**src/rtl/fop_axis.sv**
```systemverilog
// Floating-point add/sub front end: issues operands to an AXI-Stream FP core and collects in-order results.
// Optional watchdog (sticky err on stalled results) is compiled in with `define FOP_AXIS_WATCHDOG_EN.
module fop_axis #(
    parameter int W       = 32,
    parameter int DEPTH   = 4,
    parameter int TIMEOUT = 255
) (
    input  logic         clk,
    input  logic         rstn,
    input  logic         en,
    input  logic         op,
    input  logic [W-1:0] adata,
    input  logic [W-1:0] bdata,
    output logic         accept,
    output logic         full,
    output logic         busy,
    output logic [W-1:0] result,
    output logic         done,
    output logic [3:0]   pending,
    output logic [W-1:0] a_tdata,
    output logic         a_tvalid,
    input  logic         a_tready,
    output logic [W-1:0] b_tdata,
    output logic         b_tvalid,
    input  logic         b_tready,
    input  logic [W-1:0] r_tdata,
    input  logic         r_tvalid,
    output logic         r_tready
`ifdef FOP_AXIS_WATCHDOG_EN
    ,
    output logic         err
`endif
);

    typedef enum logic {IDLE, ISSUE} state_t;

    state_t     state, state_nx;
    logic       take, a_hs, b_hs, r_hs;
    logic       a_tvalid_nx, b_tvalid_nx;
    logic [3:0] pending_nx;

    assign full = (state == ISSUE) || (pending == 4'(DEPTH));
    assign busy = (state == ISSUE) || (pending != 4'd0);
    assign take = en && !full;
    assign a_hs = a_tvalid && a_tready;
    assign b_hs = b_tvalid && b_tready;
    // r_tready is only ever high with pending>0, so stray results are never handshaken
    assign r_hs = r_tvalid && r_tready;

    always_comb begin
        state_nx    = state;
        a_tvalid_nx = a_tvalid;
        b_tvalid_nx = b_tvalid;
        case (state)
            IDLE: begin
                if (take) begin
                    state_nx    = ISSUE;
                    a_tvalid_nx = 1'b1;
                    b_tvalid_nx = 1'b1;
                end
            end
            ISSUE: begin
                if (a_hs) a_tvalid_nx = 1'b0;
                if (b_hs) b_tvalid_nx = 1'b0;
                if (!a_tvalid_nx && !b_tvalid_nx) state_nx = IDLE;
            end
            default: state_nx = IDLE;
        endcase
    end

    always_comb begin
        pending_nx = pending;
        case ({take, r_hs})
            2'b10:   pending_nx = pending + 4'd1;
            2'b01:   pending_nx = pending - 4'd1;
            default: pending_nx = pending;
        endcase
    end

    always_ff @(posedge clk or negedge rstn) begin
        if (!rstn) begin
            state    <= IDLE;
            a_tvalid <= 1'b0;
            b_tvalid <= 1'b0;
            a_tdata  <= '0;
            b_tdata  <= '0;
            accept   <= 1'b0;
            done     <= 1'b0;
            result   <= '0;
            pending  <= 4'd0;
            r_tready <= 1'b0;
        end else begin
            state    <= state_nx;
            a_tvalid <= a_tvalid_nx;
            b_tvalid <= b_tvalid_nx;
            accept   <= take;
            done     <= r_hs;
            pending  <= pending_nx;
            r_tready <= (pending_nx != 4'd0);
            if (take) begin
                a_tdata <= adata;
                // subtraction is addition with b's sign bit inverted, whatever b encodes
                b_tdata <= {bdata[W-1] ^ op, bdata[W-2:0]};
            end
            if (r_hs) result <= r_tdata;
        end
    end

`ifdef FOP_AXIS_WATCHDOG_EN
    localparam int CW = $clog2(TIMEOUT + 1);

    logic [CW-1:0] wd_cnt;

    always_ff @(posedge clk or negedge rstn) begin
        if (!rstn) begin
            wd_cnt <= '0;
            err    <= 1'b0;
        end else begin
            if (r_hs || (pending == 4'd0)) begin
                wd_cnt <= '0;
            end else if (wd_cnt != CW'(TIMEOUT)) begin
                wd_cnt <= wd_cnt + CW'(1);
            end
            if (wd_cnt == CW'(TIMEOUT)) err <= 1'b1;
        end
    end
`endif

endmodule
```
**config.mk**
```make
export PLATFORM = sky130hd
export DESIGN_NAME = fop_axis
export DESIGN_NICKNAME = d
export VERILOG_FILES = /design/src/rtl/fop_axis.sv
export SDC_FILE = /design/constraint.sdc
export NUM_CORES = 1
export LEC_CHECK = 0
export ABC_AREA = 1
export CAP_MARGIN = 20
export CORE_UTILIZATION = 40
export CTS_BUF_LIST = sky130_fd_sc_hd__clkbuf_8 sky130_fd_sc_hd__clkbuf_16
export DETAILED_ROUTE_END_ITERATION = 10
export PLACE_DENSITY = 0.8
export SLEW_MARGIN = 20
export SYNTH_ARGS = -nofsm -noshare
export SYNTH_HDL_FRONTEND = slang
export SYNTH_SLANG_ARGS = --single-unit
```
**constraint.sdc**
```tcl
create_clock -name clk -period 2.9 [get_ports clk]
set_input_delay 0.87 -clock clk [delete_from_list [all_inputs] [get_ports clk]]
set_output_delay 0.87 -clock clk [all_outputs]
set_load 0.02 [all_outputs]
```
==> qor.csv, run 1 <==
metric;value;unit
power_leakage;3.28;nW
cts.sinks;106;
power_density;1010;mW/mm2
crit_type;reg -> out;
core;0.00995;mm2
drive_gt1_share;3.79;%
wl_per_cell;13.5;um
cts_root_buf;clkbuf_8;
yosys-top-cells-area;dfrtp_1 64%, nand2_1 28%, buf_4 1.3%;
ys_seq_area_share;63.6;%
period_minus_slack;2670;ps
numCtsBuffers;9;
synthMuxAreaShare;0;%
die_area;0.0108;mm2
antennaDiodeCount;0;
hold_ws;484;ps
synth.largest_area_cell;dfrtp_1;
post-cts-setup-buffer-count;0;
synth_simple_gate_area_share;29.8;%
synth_area;0.00417;mm2
setup_ws;231;ps
area_delta_synth_final;57.2;%
drv_cap;0;
placed_cell_area;0.00640;mm2
synth-seq-cells;106;
yosys.cell_types.count;21;
initialDrtViolationCount;178;
die_w;104;um
relSlewSlack;53.0;%
fin_area;0.00656;mm2
end_kind;output port;
slew_viol_final;0;
p_seq_share;37.2;%
firstDrtPassIters;7;
htreeDepth;3;
synth_nets;581;
synth_xor_area_share;0.630;%
fin_cells;819;
port_buffers;209;
post_cts_resized;0;
p_comb_share;51.0;%
power.switching;2.65;mW
cts_tree;done;
place.gp.congestion;0.892;
first_global_vias;3715;
dpl.hpwl;8.02;mm
synth_common_cells;307 x nand2_1, 106 x dfrtp_1, 14 x inv_1, 8 x buf_2, 7 x buf_4;
period_share;92.0;%
power_switching_share;40.0;%
worst_setup_hold_path_clk_slew;90;ps
rsz0062_at_grt;false;
initial_core_util;41.9;%
synthArstFlopShare;100;%
setup_viol_count_final;0;
cp_data_required_time;2030;ps
ioPinCount;210;
clk_latency;350;ps
post-place-cells;806;
cp.arrival;1800;ps
p_total;6.62;mW
drc;0;
yosysMostFrequentCell;nand2_1;
synth_flop_cell;dfrtp_1;
cp-start-kind;flop;
drt-total-wl;11.1;mm
hold_violations;0;
rows;36;
clock_power_share;11.8;%
vdd_drop_max;0.000502;V
grt_max_degree;70;
synth_adder_area_share;0.900;%
max_freq;375;MHz
antenna_found_initial;0;
post-place-ws;-21.4;ps
grt.overflow.total;0;
worst_slew_pin_slew;705;ps
ys_warn_count;0;
synth_compound_area_share;0.840;%
vias_per_cell;4.56;
status;complete, no violations;
synth_top_cell_area_share;63.6;%
syn_inst;475;
skew;6.54;ps
internal-power;3.97;mW
grt_pass1_wl;18.2;mm
cts_hold_buf;0;
clockBufferDepth;2;
hold_class;reg -> reg;
grt_usage;21.2;%
avgSynthCellArea;8.78;um2
drt.antenna.violating_nets;0;
final_util;65.9;%
synth-edff-count;0;
die_h;104;um
cp_max_fo;6;
synth_top_family_by_area;simple AND/OR/NAND/NOR gates;
finalSetupTns;0;ps
fin_nets;790;
num_vias;3738;
==> final cells by class <==
type,count,area (um2)
clock buffers,11,151
clock inverters,2,7.51
fillers,788,3400
inverters,16,60.1
multi-input cells,334,1340
flip-flops and latches,106,2650
well taps,133,166
repair buffers,217,2170
==> layout by cell type (no fill, tap or decap), drive strengths merged <==
cell and n:
nand2 307, clkdlybuf4s50 208, dfrtp 106, inv 18, clkbuf 11, buf 9
nand3 7, nor2 4, o21ai 4, ha 3, or2 3, xnor2 2
xor2 1, nand4 1, a22oi 1, o211ai 1
==> worst paths after layout <==
kind	cells past startpoint	startpoint	endpoint	slack, ps
worst min-delay path	2	b_tdata[27]	b_tdata[27]	480
worst max-delay path	4	pending[1]	full	230
min in group asynchronous	1	rstn	a_tdata[29]	520
worst min register to register	2	b_tdata[27]	b_tdata[27]	480
max in group asynchronous	2	rstn	a_tdata[4]	1650
worst max register to register	12	pending[1]	r_tready	660
==> state kept, by name (all words and copies together) (netlist names) <==
signal,count
done,1
a_tdata,32
result,32
pending,4
b_tdata,32
r_tready,1
accept,1
a_tvalid,1
b_tvalid,1
state,1
==> worst max-delay path, cell delays in order (launching register included) <==
cell and delay, ps:
dfrtp_1 460, nor2_1 170, nand3_2 120, nand2_1 90, clkdlybuf4s50_1 600
==> power groups by stage <==
stage	sequential, mW	clock (mW)	combinational [mW]
floorplan	3.21	0	0.948
global placement	2.46	0	3.33
detailed placement	2.49	0	3.40
CTS	2.47	0.816	3.41
global route	2.54	0.876	3.64
finish	2.46	0.781	3.38
==> cell families (layout without fill, tap and decap cells) <==
logic type,after synthesis,count (layout)
buf+inv,35,246
compound gates,6,6
simple gates,322,322
xor+xnor,3,3
fa+ha+maj,3,3
flops,106,106
==> layer usage <==
metal  global-route usage, %  part of all wire, %  vias to the layer above
met1                    26.0                   42                     1707
met4                    7.35                  1.4                        0
met5                       0                    0                        -
li1                        -                    -                     1839
met2                    36.0                   48                      179
met3                    5.89                  8.4                       13
Note: power is estimated with default switching activity, not from simulation.
==> inputs of run 2 (changes only) <==
- CAP_MARGIN: 20 -> 10
- PLACE_DENSITY: 0.8 -> 0.83
- SLEW_MARGIN: 20 -> default
==> run 2 against run 1 <==
Core utilization grew 0.48 points. Critical endpoint unchanged. Sequential share of layout area shrank 0.29 points. Routed wire length grew 2.9%. Register-to-register slack gained 110 ps. Global-route usage grew 1.0 points.
==> qor.csv, run 2 (synthesis results as in run 1) <==
metric;value;unit;change
status;complete, no violations;;unchanged
drc;0;;unchanged
drt-total-wl;11.4;mm;was 11.1 mm
worst_slew_pin_slew;565;ps;was 705 ps
drt.antenna.violating_nets;0;;unchanged
relSlewSlack;62.3;%;was 53.0%
hold_class;reg -> reg;;unchanged
post_cts_resized;0;;unchanged
port_buffers;209;;unchanged
initial_core_util;41.9;%;unchanged
hold_violations;0;;unchanged
vias_per_cell;4.65;;was 4.56
skew;10.6;ps;was 6.54 ps
grt.overflow.total;0;;unchanged
crit_type;reg -> out;;unchanged
die_h;104;um;unchanged
max_freq;377;MHz;was 375 MHz
path_buf_inv;1;;unchanged
cts_tree;done;;unchanged
cts.sinks;106;;unchanged
initialDrtViolationCount;235;;was 178
rsz0062_at_grt;false;;unchanged
clk_latency;360;ps;was 350 ps
vdd_drop_max;0.000575;V;was 0.000502 V
antenna_found_initial;0;;unchanged
grt_max_degree;107;;was 70
die_area;0.0108;mm2;unchanged
largest_registers;a_tdata: 32 flops, b_tdata: 32 flops, result: 32 flops;;unchanged
period_minus_slack;2650;ps;was 2670 ps
ioPinCount;210;;unchanged
fin_nets;790;;unchanged
clockBufferDepth;2;;unchanged
fin_cells;822;;was 819
slew_viol_final;0;;unchanged
die_w;104;um;unchanged
cp_max_fo;6;;unchanged
placed_cell_area;0.00638;mm2;was 0.00640 mm2
htreeDepth;3;;unchanged
firstDrtPassIters;5;;was 7
numCtsBuffers;9;;unchanged
cts_hold_buf;0;;unchanged
cp.arrival;1780;ps;was 1800 ps
drive_gt1_share;4.35;%;was 3.79%
period_share;91.4;%;was 92.0%
grt_usage;22.2;%;was 21.2%
p_total;6.83;mW;was 6.62 mW
dpl.hpwl;8.49;mm;was 8.02 mm
wl_per_cell;13.9;um;was 13.5 um
grt_pass1_wl;19.1;mm;was 18.2 mm
slowest_delay;590;ps;was 600 ps
drv_cap;0;;unchanged
critPathSlowestCell;clkdlybuf4s50_1;;unchanged
final_cell_mix;307 x nand2_1, 208 x clkdlybuf4s50_1, 106 x dfrtp_1;;unchanged
cp_data_required_time;2030;ps;about the same
finalSetupTns;0;ps;unchanged
num_vias;3820;;was 3738
worst_setup_hold_path_clk_slew;90;ps;about the same
rows;36;;unchanged
fin_area;0.00660;mm2;was 0.00656 mm2
antennaDiodeCount;0;;unchanged
power_density;1030;mW/mm2;was 1010 mW/mm2
cts_root_buf;clkbuf_8;;unchanged
num-fill-cells;800;;was 788
area_delta_synth_final;58.3;%;was 57.2%
core;0.00995;mm2;unchanged
power_leakage;3.30;nW;was 3.28 nW
cp-start-kind;flop;;unchanged
post-cts-setup-buffer-count;0;;unchanged
first_global_vias;4006;;was 3715
mostFrequentLayoutCell;nand2_1;;unchanged
setup_viol_count_final;0;;unchanged
crit_family;buffers and inverters;;unchanged
crit_chain;nor2_1 -> nand3_2 -> nand2_1 -> clkdlybuf4s50_1;;unchanged
place.gp.congestion;0.883;;was 0.892
end_kind;output port;;unchanged
post-place-cells;806;;unchanged
## run 2: cell count changes in the layout (fill, tap and decap cells not counted)
cell and change:
bufinv_16 +2, clkinv_2 +2, buf_12 -1, buf_4 +1
clkbuf_8 -1, clkinvlp_4 +1, inv_1 -1
## run 2: layer usage
metal  track usage [%]  vias up  routed length (um)
met4              7.86        0                 197
li1                  -     1842                   -
met5                 0        -                   0
met3              5.20       20                 783
met1              26.3     1791                4720
met2              39.5      167                5690
## run 2: worst paths after layout
path	start	to	slack [ps]	cells after the start
max reg2reg	pending[1]	r_tready	770	12
min reg2reg	a_tdata[21]	a_tdata[21]	490	2
max	pending[1]	full	250	4
min	a_tdata[21]	a_tdata[21]	490	2
max in group asynchronous	rstn	b_tdata[26]	1910	2
min in group asynchronous	rstn	b_tdata[9]	540	2
## run 2: worst reg2reg max path, delay by kind of cell, from the launching register on
kind            cells  cell delay, ps
compound gates      1             210
fa+ha+maj           2             470
buf+inv             1              70
flops               1             460
simple gates        8             810
## run 2: final cells by class
type / instances / area, um2 / share of cell area [%]
inverter: 16 / 60.1 / 0.909
tap: 133 / 166 / 2.52
sequential: 106 / 2650 / 40.2
clock inverter: 6 / 81.3 / 1.23
multi-input combinational: 334 / 1340 / 20.3
timing repair buffer: 217 / 2160 / 32.7
clock buffer: 10 / 138 / 2.08
## run 2: power breakdown
group,switching [mW],internal (mW)
combinational,1.85,1.54
sequential,0.382,2.09
clock,0.472,0.504
total,2.70,4.13
## run 2: stage by stage
| step | setup slack [ps] | hold WS [ps] | utilization (%) |
|---|---|---|---|
| floorplan | 401 | 457 | - |
| global placement | 150 | 461 | 64.1 |
| detailed placement | 88.0 | 465 | 64.1 |
| CTS | 215 | 490 | 66.3 |
| global route | 141 | 500 | 66.3 |
| finish | 248 | 486 | 66.3 |
==> inputs of run 3 (changes only) <==
==> constraint.sdc (replaced) <==
create_clock -name clk -period 2.9 [get_ports clk]
set_input_delay 0.58 -clock clk [delete_from_list [all_inputs] [get_ports clk]]
set_output_delay 0.58 -clock clk [all_outputs]
set_load 0.02 [all_outputs]
==> run 3 against run 2 <==
Clock-buffer cell count grew 2. Clock skew shrank 5.9 ps. Total power shrank 2.4%. Worst hold slack lost 230 ps. First-iteration DRC count is the same. Sequential share of layout area grew 0.31 points.
==> qor.csv, run 3 (synthesis results as in run 1) <==
metric;value;unit;change
finalSetupTns;0;ps;unchanged
placed_cell_area;0.00637;mm2;was 0.00638 mm2
met2_usage;37.2;%;was 39.5%
post-cts-setup-buffer-count;0;;unchanged
max_freq;422;MHz;was 377 MHz
period_minus_slack;2370;ps;was 2650 ps
num-fill-cells;797;;was 800
worst_setup_hold_path_clk_slew;90;ps;about the same
antennaDiodeCount;0;;unchanged
slew_viol_final;0;;unchanged
htreeDepth;3;;unchanged
period_share;81.6;%;was 91.4%
grt.overflow.total;0;;unchanged
cts.sinks;106;;unchanged
mostFrequentLayoutCell;nand2_1;;unchanged
die_area;0.0108;mm2;unchanged
rsz0062_at_grt;false;;unchanged
crit_type;reg -> out;;unchanged
hold_ws;259;ps;was 486 ps
cts_hold_buf;0;;unchanged
use_met3;5.33;%;was 5.20%
power_density;1020;mW/mm2;was 1030 mW/mm2
cp.arrival;1790;ps;was 1780 ps
setup_viol_count_final;0;;unchanged
hold_violations;0;;unchanged
grt_pass1_wl;18.9;mm;was 19.1 mm
grt_usage;21.8;%;was 22.2%
reg2reg_depth;12;;unchanged
place.gp.congestion;0.859;;was 0.883
p_comb_share;50.7;%;was 49.5%
initial_core_util;41.9;%;unchanged
clock_power_share;12.5;%;was 14.3%
skew;4.71;ps;was 10.6 ps
post_cts_resized;0;;unchanged
ioPinCount;210;;unchanged
cp-start-kind;flop;;unchanged
p_seq_share;36.9;%;was 36.2%
reg2reg_slack;730;ps;was 770 ps
dpl.hpwl;8.46;mm;was 8.49 mm
rows;36;;unchanged
internal-power;3.99;mW;was 4.13 mW
fin_nets;788;;was 790
setup_ws;533;ps;was 248 ps
numCtsBuffers;9;;unchanged
relSlewSlack;51.9;%;was 62.3%
firstDrtPassIters;4;;was 5
fin_area;0.00655;mm2;was 0.00660 mm2
drt.antenna.violating_nets;0;;unchanged
clockBufferDepth;2;;unchanged
initialDrtViolationCount;235;;unchanged
cp_data_required_time;2320;ps;was 2030 ps
vdd_drop_max;0.000493;V;was 0.000575 V
wl_per_cell;13.9;um;about the same
final_cell_mix;307 x nand2_1, 208 x clkdlybuf4s50_1, 106 x dfrtp_1;;unchanged
drive_gt1_share;3.93;%;was 4.35%
grt_max_degree;70;;was 107
antenna_found_initial;0;;unchanged
clk_latency;350;ps;was 360 ps
port_buffers;209;;unchanged
power_switching_share;40.1;%;was 39.5%
power_leakage;3.28;nW;was 3.30 nW
busiest_layer;met2;;unchanged
vias_per_cell;4.64;;was 4.65
post-place-ws;299;ps;was 88.0 ps
r2r_start;pending[0];;was pending[1]
cts_tree;done;;unchanged
die_h;104;um;unchanged
die_w;104;um;unchanged
core;0.00995;mm2;unchanged
cts_root_buf;clkbuf_8;;unchanged
largest_registers;a_tdata: 32 flops, b_tdata: 32 flops, result: 32 flops;;unchanged
drt-total-wl;11.4;mm;about the same
drv_cap;0;;unchanged
worst_slew_pin_slew;722;ps;was 565 ps
cp_max_fo;5;;was 6
end_kind;output port;;unchanged
r2r_end;r_tready;;unchanged
num_vias;3808;;was 3820
drc;0;;unchanged
power.switching;2.67;mW;was 2.70 mW
status;complete, no violations;;unchanged
hold_class;in -> async;;was reg -> reg
area_delta_synth_final;57.1;%;was 58.3%
first_global_vias;3852;;was 4006
grt.met1_usage;26.9;%;was 26.3%
## run 3: cell count changes in the layout (fill, tap and decap cells not counted)
| cell | change |
|---|---|
| bufinv_16 | -2 |
| clkinvlp_4 | -1 |
| clkbuf_8 | +2 |
| buf_4 | -2 |
| inv_1 | +1 |
## run 3: power by group through the flow
stage	Combinational (mW)	Clock, mW	Sequential, mW
detailed placement	3.40	0	2.48
floorplan	0.948	0	3.21
global route	3.63	0.917	2.54
CTS	3.41	0.859	2.47
finish	3.38	0.830	2.46
global placement	3.31	0	2.45
## run 3: critical path, stage by stage, from the launching register on
cell and delay [ps]:
dfrtp_1 450, nor2_1 180, nand3_2 120, nand2_1 90
clkdlybuf4s50_1 600
## run 3: final cells by class
class	count	area [um2]	share of cell area, %
clock buffer	12	165	2.52
clock inverter	4	17.5	0.267
inverter	16	60.1	0.917
multi-input combinational	334	1340	20.5
sequential	106	2650	40.5
tap	133	166	2.54
timing repair buffer	215	2150	32.8
## run 3: metal layers
metal	vias up	share of wire, %
li1	1836	-
met1	1777	41
met2	178	51
met3	17	7.2
met4	0	1.7
met5	-	0
## run 3: worst max-delay path by stage
stage | start | endpoint
5_1_grt | pending[0] | full
3_5_place_dp | r_tvalid | r_tready
3_3_place_gp | en | r_tready
6_report | pending[0] | full
2_1_floorplan | pending[0] | r_tready
4_1_cts | pending[0] | full
## run 3: per-stage QoR
step | util [%] | cells | power (mW)
final | 65.8 | 820 | 6.67
after global routing | 65.8 | 820 | 7.09
after global placement | 64.0 | 804 | 5.77
after detailed placement | 64.0 | 804 | 5.89
after floorplan | - | 475 | 4.16
after CTS | 65.8 | 820 | 6.74
